===== src/rtl/eth_link_sequencer.sv =====
// eth_link_sequencer
//   Brings up and recovers the two transceiver channels (ss0, ss1) feeding
//   the RDMA datapath. For each channel: holds the core in reset, releases
//   it, waits (with timeout) for channel_up, debounces it into link_ready,
//   and re-runs the sequence after a link loss or a timeout. Timeouts are
//   counted (saturating) for software status.
//
// Ports
//   axi_clk            sole clock
//   axi_resetn         asynchronous active-low reset
//   enable             1 = sequencing allowed, 0 = hold both cores in reset
//   clear_counts       one-cycle pulse, zeroes both retry counters
//   ssN_channel_up     channel up from core N (asynchronous to axi_clk)
//   ssN_core_reset     active-high reset to core N
//   ssN_link_ready     channel N debounced up
//   ssN_retry_count    saturating count of channel N timeouts
//   link_lost[1:0]     one-cycle pulse per channel on READY -> down (bit0 = ss0)
//   all_links_ready    both channels ready
module eth_link_sequencer #(
  parameter int unsigned RESET_CYCLES    = 1000,
  parameter int unsigned LINK_TIMEOUT    = 2000000,
  parameter int unsigned DEBOUNCE_CYCLES = 256,
  parameter int unsigned HOLDOFF_CYCLES  = 1000
) (
  input  logic       axi_clk,
  input  logic       axi_resetn,
  input  logic       enable,
  input  logic       clear_counts,
  input  logic       ss0_channel_up,
  input  logic       ss1_channel_up,
  output logic       ss0_core_reset,
  output logic       ss1_core_reset,
  output logic       ss0_link_ready,
  output logic       ss1_link_ready,
  output logic [7:0] ss0_retry_count,
  output logic [7:0] ss1_retry_count,
  output logic [1:0] link_lost,
  output logic       all_links_ready
);

  typedef enum logic [2:0] {
    ST_DISABLED,
    ST_RESET,
    ST_WAIT_UP,
    ST_DEBOUNCE,
    ST_READY,
    ST_HOLDOFF
  } state_t;

  // Two-flop synchronizer for the asynchronous channel_up inputs.
  logic [1:0] up_meta;
  logic [1:0] up_sync;

  always_ff @(posedge axi_clk or negedge axi_resetn) begin
    if (!axi_resetn) begin
      up_meta <= '0;
      up_sync <= '0;
    end else begin
      up_meta <= {ss1_channel_up, ss0_channel_up};
      up_sync <= up_meta;
    end
  end

  logic [1:0] core_reset_v;
  logic [1:0] link_ready_v;
  logic [1:0] link_lost_v;
  logic [7:0] retry_v [2];

  for (genvar ch = 0; ch < 2; ch++) begin : g_chan
    state_t      state;
    logic [31:0] cnt;
    logic [7:0]  retry;
    logic        lost;

    // cnt is loaded with the phase length on entry and the phase ends on
    // the edge where it reads 1, so each phase lasts exactly its parameter.
    always_ff @(posedge axi_clk or negedge axi_resetn) begin
      if (!axi_resetn) begin
        state <= ST_DISABLED;
        cnt   <= '0;
        retry <= '0;
        lost  <= 1'b0;
      end else begin
        lost <= 1'b0;
        if (clear_counts) begin
          retry <= '0;
        end
        if (!enable) begin
          state <= ST_DISABLED;
        end else begin
          case (state)
            ST_DISABLED: begin
              state <= ST_RESET;
              cnt   <= RESET_CYCLES;
            end
            ST_RESET: begin
              if (cnt == 32'd1) begin
                state <= ST_WAIT_UP;
                cnt   <= LINK_TIMEOUT;
              end else begin
                cnt <= cnt - 32'd1;
              end
            end
            ST_WAIT_UP: begin
              if (up_sync[ch]) begin
                state <= ST_DEBOUNCE;
                cnt   <= DEBOUNCE_CYCLES;
              end else if (cnt == 32'd1) begin
                state <= ST_RESET;
                cnt   <= RESET_CYCLES;
                // A coincident clear_counts wins over the increment.
                if (!clear_counts && (retry != 8'hFF)) begin
                  retry <= retry + 8'd1;
                end
              end else begin
                cnt <= cnt - 32'd1;
              end
            end
            ST_DEBOUNCE: begin
              if (!up_sync[ch]) begin
                state <= ST_WAIT_UP;
                cnt   <= LINK_TIMEOUT;
              end else if (cnt == 32'd1) begin
                state <= ST_READY;
              end else begin
                cnt <= cnt - 32'd1;
              end
            end
            ST_READY: begin
              if (!up_sync[ch]) begin
                state <= ST_HOLDOFF;
                cnt   <= HOLDOFF_CYCLES;
                lost  <= 1'b1;
              end
            end
            ST_HOLDOFF: begin
              if (cnt == 32'd1) begin
                state <= ST_RESET;
                cnt   <= RESET_CYCLES;
              end else begin
                cnt <= cnt - 32'd1;
              end
            end
            default: begin
              state <= ST_DISABLED;
            end
          endcase
        end
      end
    end

    assign core_reset_v[ch] = (state == ST_DISABLED) || (state == ST_RESET);
    assign link_ready_v[ch] = (state == ST_READY);
    assign link_lost_v[ch]  = lost;
    assign retry_v[ch]      = retry;
  end

  assign ss0_core_reset  = core_reset_v[0];
  assign ss1_core_reset  = core_reset_v[1];
  assign ss0_link_ready  = link_ready_v[0];
  assign ss1_link_ready  = link_ready_v[1];
  assign ss0_retry_count = retry_v[0];
  assign ss1_retry_count = retry_v[1];
  assign link_lost       = link_lost_v;
  assign all_links_ready = &link_ready_v;

endmodule


===== config.mk =====
export PLATFORM = sky130hd
export DESIGN_NAME = eth_link_sequencer
export DESIGN_NICKNAME = d
export VERILOG_FILES = /design/src/rtl/eth_link_sequencer.sv
export SDC_FILE = /design/constraint.sdc
export NUM_CORES = 1
export LEC_CHECK = 0
export CORE_MARGIN = 4
export CORE_UTILIZATION = 30
export CTS_CLUSTER_DIAMETER = 50
export DETAILED_ROUTE_END_ITERATION = 6
export PLACE_DENSITY = 0.52
export SLEW_MARGIN = 10
export SYNTH_ARGS = -nofsm -noshare
export SYNTH_HDL_FRONTEND = slang
export SYNTH_SLANG_ARGS = --single-unit

===== constraint.sdc =====
create_clock -name axi_clk -period 2.6 [get_ports axi_clk]
set_clock_uncertainty 0.05 [all_clocks]
set_input_delay 0.52 -clock axi_clk [delete_from_list [all_inputs] [get_ports axi_clk]]
set_output_delay 0.52 -clock axi_clk [all_outputs]
set_load 0.1 [all_outputs]

==> results of run 1 <==
## power groups by stage
| stage | sequential (W) | clock [W] | combinational, W |
|---|---|---|---|
| 2_1_floorplan | 0.00159 | 0 | 0.000273 |
| 3_5_place_dp | 0.00159 | 0 | 0.000507 |
| 4_1_cts | 0.00156 | 0.00139 | 0.000527 |
| 5_1_grt | 0.00158 | 0.00144 | 0.000641 |
| 3_3_place_gp | 0.00159 | 0 | 0.000498 |
| 6_report | 0.00157 | 0.00133 | 0.000581 |
## sequential cells by signal (all words and copies together) (netlist names)
signal,cells
g_chan.cnt,64
g_chan.lost,2
g_chan.state,6
ss0_retry_count,8
ss1_retry_count,8
up_meta,2
up_sync,2
## worst max path at each step
stage,slack (ns),cells after the start,startpoint,to
after floorplan,0.01,9,g_chan[1].cnt[28]$_DFFE_PN0P_,g_chan[1].cnt[25]$_DFFE_PN0P_
after global placement,-0.09,8,g_chan[1].cnt[14]$_DFFE_PN0P_,g_chan[1].cnt[25]$_DFFE_PN0P_
after detailed placement,-0.09,8,g_chan[1].cnt[28]$_DFFE_PN0P_,g_chan[1].cnt[9]$_DFFE_PN0P_
after CTS,0.0007,8,g_chan[0].cnt[15]$_DFFE_PN0P_,g_chan[0].cnt[27]$_DFFE_PN0P_
after global routing,-0.15,8,g_chan[0].cnt[14]$_DFFE_PN0P_,g_chan[0].cnt[28]$_DFFE_PN0P_
final,0.004,8,g_chan[0].cnt[12]$_DFFE_PN0P_,g_chan[0].cnt[17]$_DFFE_PN0P_
## layer usage
metal | up-vias | routed length, um | GRT usage
met2 | 102 | 7650 | 0.249
li1 | 2459 | - | -
met3 | 27 | 528 | 0.0313
met5 | - | 0 | 0
met4 | 0 | 352 | 0.0455
met1 | 2571 | 7220 | 0.210
## cells by family (layout without fill, tap and decap cells)
| family | Yosys count | after routing |
|---|---|---|
| XOR/XNOR | 47 | 47 |
| buffers and inverters | 45 | 161 |
| flip-flops | 92 | 92 |
| AND/OR/NAND/NOR | 311 | 311 |
| adder cells (fa/ha/maj) | 6 | 6 |
| AO/OA/AOI/OAI | 115 | 115 |
| multiplexers | 4 | 4 |
## worst max-delay path: stages, from the launching register on
cell,delay (ns)
dfrtp_1,0.38
or4_4,0.58
nor4b_4,0.31
buf_4,0.18
nand4_1,0.21
a31oi_1,0.27
nand2_1,0.15
o311ai_0,0.16
o2111ai_1,0.16
## layout by cell type (no fill, tap or decap), types with 10 or more instances in the layout
master,count
nand4_1,17
a21oi_1,25
nand3_1,23
nor3_2,11
nor2_1,84
clkbuf_16,10
xnor2_1,27
xor2_1,17
o21ai_0,23
dfrtp_1,91
buf_4,110
inv_1,14
nor3_1,23
and3_1,10
nand2_1,42
## area by class of cell
type                            instances  area share
Multi-Input combinational cell        483       0.455
Sequential cell                        92       0.310
Timing Repair Buffer                  130       0.150
Tap cell                              225      0.0378
Clock buffer                           12      0.0331
Inverter                               16     0.00807
Clock inverter                          3     0.00622
## per-stage QoR
stage	setup TNS, ns	hold slack (ns)
floorplan	0	0.174
global placement	-0.790	0.283
detailed placement	-0.571	0.297
CTS	0	0.174
global route	-2.47	0.200
finish	0	0.154
## what timing repair did
item / CTS / global route
resized for setup: 12 / 103
gates cloned: 1 / 1
pin swaps: 11 / 40
buffers inserted: 6 / 12
endpoints found under the setup margin: 46 / 77
hold buffers: 0 / 0
endpoints found under the hold margin: 0 / 0
==> results.yml, run 1 <==
hold_path:
  min_path_type: "input port to asynchronous set/reset pin"
timing:
  relSlewSlack: 0.540
  setup_violations: 0
  final.setup.worst_slack_ns: 0.00411
  rsz0062_at_grt: "true"
  finalWorstPathRequiredPeriod_ns: 2.60
  slew_violations: 0
  finalHoldViolCount: 0
  tightestPinTransition_ns: 0.689
  finalCritPeriodShare: 0.998
  clock.fmax_mhz: 385
route:
  wirelength_um: 15700
  drt_iter0_drc: 341
  dr.pass1.iters: 6
  post_drt_wl_per_cell_um: 16.4
  via_per_inst: 5.37
  ant_nets: 0
  route.vias.total: 5159
  drc_errors: 0
placement:
  post-place-ws_ns: -0.0875
  dpl.cell_count: 926
  io_buffer_count: 28
  hpwl_um: 10700
  gp_congestion: 0.887
  post_dp_cell_area_mm2: 0.00650
finish:
  n_antenna_cell: 0
  multi_input_area_mm2: 0.00339
  fin_util: 0.426
  final_cell_area_mm2: 0.00744
  area.sequential_mm2: 0.00230
  nFillCells: 1679
  final_cell_count_no_fill: 961
  drive_above_1_share: 0.308
  final_nets: 744
  area_growth_pct: 37.7
synthesis:
  synthXorXnorAreaFrac: 0.0762
  syn_inst: 620
  synth_flop_cell: "dfrtp_1"
  synth_seq_cells: 92
  synth.largest_area_cell: "dfrtp_1"
  synthSimpleGateAreaFrac: 0.298
  async_flop_share: 1.00
  synthTopCellsByCount: "101 x nor2_1, 92 x dfrtp_1, 44 x nand2_1"
  syn_area_mm2: 0.00540
  synthMuxAreaShare: 0.00741
  synth_top_area_share: 0.426
  synth_compound_area_frac: 0.142
  synth_fa_ha_area_frac: 0.0139
  yosysSeqAreaShare: 0.426
  synth_top_family_by_area: "simple AND/OR/NAND/NOR gates"
  syn_nets: 632
  synthTopCellsByArea: "dfrtp_1 43%, nor2_1 7.0%, xnor2_1 4.7%"
  synth_most_common_cell: "nor2_1"
  yosysWarnings: 0
  synth.avg_cell_area_um2: 8.71
  synth_edf_count: 0
  yosysUniqueCellTypes: 62
grt:
  antenna_found_initial: 0
  grt_start_max_net_pins: 49
  grt_pass1_wl_um: 25500
  track_usage: 0.154
  grt_pass1_vias: 5080
  grt_overflow: 0
critical_path:
  path_class: "flop to flop"
  start_kind: "flop"
  cp.arrival_ns: 2.75
  crit_required_ns: 2.75
  rr_startpoint: "g_chan[0].cnt[12]$_DFFE_PN0P_"
  endpoint_kind: "flop"
  reg2reg_depth: 8
  rrSetupSlack_ns: 0.004
  r2r-end: "g_chan[0].cnt[17]$_DFFE_PN0P_"
  cp_max_fo: 4
floorplan:
  die_w_um: 142
  start_util: 0.309
  core_region_area_mm2: 0.0175
  rows: 48
  die_area_mm2: 0.0202
  die_h_um: 142
  io-pin-count: 29
run:
  drv_cap: 0
power:
  report.power.total_w: 0.00348
  pwr-share-seq: 0.451
  ir_drop_v: 0.000345
  intPower_w: 0.00253
  p_sw_w: 0.000954
  power.density_mw_per_mm2: 468
  clkPwrFrac: 0.382
  pwr-share-comb: 0.167
  swShare: 0.274
  leakagePower_nw: 3.15
cts:
  clkTransAtPathRegs_ns: 0.07
  cts_tree: "done"
  cts-root-buf: "clkbuf_16"
  insertion_delay_ns: 0.35
  numCtsBuffers: 9
  htreeDepth: 3
  clock-sinks: 92
  cts_buffer_depth: 2
status:
  status: "completed"
(Power assumes the default switching activity.)
==> run 2: changes to the inputs <==
- PLACE_DENSITY: 0.52 -> 0.51
- clock period: 2.6 -> 3.2 ns (I/O delays scaled with it)
==> run 2 against run 1 <==
Against the previous run: first-iteration DRC count grew 13%; non-clock buffer count is 84 lower; sequential power down 18%; die area unchanged; flip-flop and latch count stayed put; sequential share of layout area grew 6.0 points; largest power group unchanged.
==> results.yml, run 2 (synthesis results as in run 1) <==
floorplan:
  die_w_um: 142
  core_region_area_mm2: 0.0175
  die_area_mm2: 0.0202
  rows: 48
  io-pin-count: 29
  die_h_um: 142
  start_util: 0.309
finish:
  drive_above_1_share: 0.106
  n_antenna_cell: 0
  area_growth_pct: 15.4
  largest_reg_flops: 64
  layout_common_cells: "101 x nor2_1, 92 x dfrtp_1, 44 x nand2_1"
  regMostFlops: "g_chan.cnt"
  layout_commonest_cell: "nor2_1"
  fin_util: 0.357
  final_nets: 660
cts:
  clkTransAtPathRegs_ns: 0.07
  htreeDepth: 3
  cts_tree: "done"
  cts_buffer_depth: 2
  cts-root-buf: "clkbuf_16"
  numCtsBuffers: 9
  ctsHoldBuffers: 0
  clock-sinks: 92
  insertion_delay_ns: 0.35
  postCtsSetupBuffers: 0
  postCtsResizedCells: 0
route:
  route.vias.total: 4712
  wirelength_um: 13900
  via_per_inst: 5.38
  drt_iter0_drc: 385
  ant_nets: 0
  post_drt_wl_per_cell_um: 15.8
  dr.pass1.iters: 5
  drc_errors: 0
critical_path:
  crit_required_ns: 3.39
  endpoint_kind: "flop"
  cpMostUsedCell: "or4_1"
  cp.arrival_ns: 3.15
  critPathTopFamily: "simple AND/OR/NAND/NOR gates"
  slowest_delay_ns: 0.67
  path_class: "flop to flop"
  start_kind: "flop"
  slowest_stage: "or4_1"
  worst-path-buf-inv: 0
  cp_cell_sequence: "or4_1 -> or4_1 -> nor4_1 -> nand2b_1 -> a21oi_1 -> a31oi_1 -> o22a_1"
  cp_max_fo: 6
hold_path:
  min_path_type: "input port to asynchronous set/reset pin"
power:
  report.power.total_w: 0.00270
  ir_drop_v: 0.000306
  power.density_mw_per_mm2: 432
  leakagePower_nw: 2.65
timing:
  slew_violations: 0
  finalWorstPathRequiredPeriod_ns: 2.96
  clock.fmax_mhz: 338
  finalHoldViolCount: 0
  finalCritPeriodShare: 0.924
  setup_tns_ns: 0
  tightestPinTransition_ns: 0.683
  rsz0062_at_grt: "false"
  setup_violations: 0
  relSlewSlack: 0.540
grt:
  antenna_found_initial: 0
  track_usage: 0.142
  grt_start_max_net_pins: 51
  grt_pass1_vias: 4577
  grt_pass1_wl_um: 23600
  grt_overflow: 0
placement:
  gp_congestion: 0.855
  io_buffer_count: 28
  hpwl_um: 9950
run:
  drv_cap: 0
status:
  status: "completed"
[run 2: changes by cell type in the layout (fill, tap and decap cells not counted), moves of 5 or more]
| cell | change |
|---|---|
| buf_12 | -5 |
| buf_4 | -70 |
| buf_6 | -7 |
| nor2_1 | +17 |
| nor2_2 | -8 |
| nor2_4 | -9 |
| nor3_1 | +12 |
| nor3_2 | -8 |
| nor4_1 | +7 |
| o21ai_0 | +7 |
| o21ai_1 | -7 |
| or4_1 | +8 |
| or4_4 | -8 |
[run 2: cell type report]
class,count,area (um^2)
Tap cell,225,282
Clock inverter,2,35.0
Timing Repair Buffer,46,380
Inverter,16,60.1
Clock buffer,12,256
Fill cell,1811,11200
Sequential cell,92,2300
Multi-Input combinational cell,483,2920
[run 2: worst register-to-register path: cells and delay by family (launching register included)]
| kind | cells | cell delay [ns] |
|---|---|---|
| AND/OR/NAND/NOR | 4 | 1.81 |
| AO/OA/AOI/OAI | 3 | 0.59 |
| flip-flops | 1 | 0.40 |
[run 2: path summary, 6_finish.rpt]
check / startpoint / endpoint / slack [ns] / cells after the start
min in group axi_clk: up_meta[1]$_DFF_PN0_ / up_sync[1]$_DFF_PN0_ / 0.29 / 0
hold / removal: axi_resetn / g_chan[1].cnt[18]$_DFFE_PN0P_ / 0.29 / 1
max in group asynchronous: axi_resetn / g_chan[0].cnt[7]$_DFFE_PN0P_ / 2.13 / 2
hold reg to reg: up_meta[1]$_DFF_PN0_ / up_sync[1]$_DFF_PN0_ / 0.29 / 0
setup reg to reg: g_chan[1].cnt[24]$_DFFE_PN0P_ / g_chan[1].cnt[6]$_DFFE_PN0P_ / 0.24 / 7
setup / recovery: g_chan[1].cnt[24]$_DFFE_PN0P_ / g_chan[1].cnt[6]$_DFFE_PN0P_ / 0.24 / 7
[run 2: metal layers]
layer / up-vias / share of wire / wire length [um] / track usage
met4: 0 / 0.013 / 185 / 0.0394
met1: 2291 / 0.47 / 6520 / 0.195
met3: 17 / 0.042 / 577 / 0.0292
li1: 2291 / - / - / -
met2: 113 / 0.48 / 6600 / 0.228
met5: - / 0 / 0 / 0
[run 2: report_power, final]
part / internal, W / leakage (nW) / switching, W / total, W
clock: 0.000638 / 0.145 / 0.000439 / 0.00108
sequential: 0.00122 / 1.21 / 0.0000766 / 0.00129
combinational: 0.000126 / 1.29 / 0.000199 / 0.000325
total: 0.00198 / 2.65 / 0.000714 / 0.00270
[run 2: through the flow]
step           setup slack (ns)  hold slack [ns]  area [um^2]  cells
2_1_floorplan             0.283            0.281         5420    620
3_3_place_gp              0.354            0.282         5940    862
3_5_place_dp              0.275            0.285         5940    862
4_1_cts                   0.249            0.292         6230    876
5_1_grt                  0.0919            0.315         6230    876
6_report                  0.244            0.286         6230    876
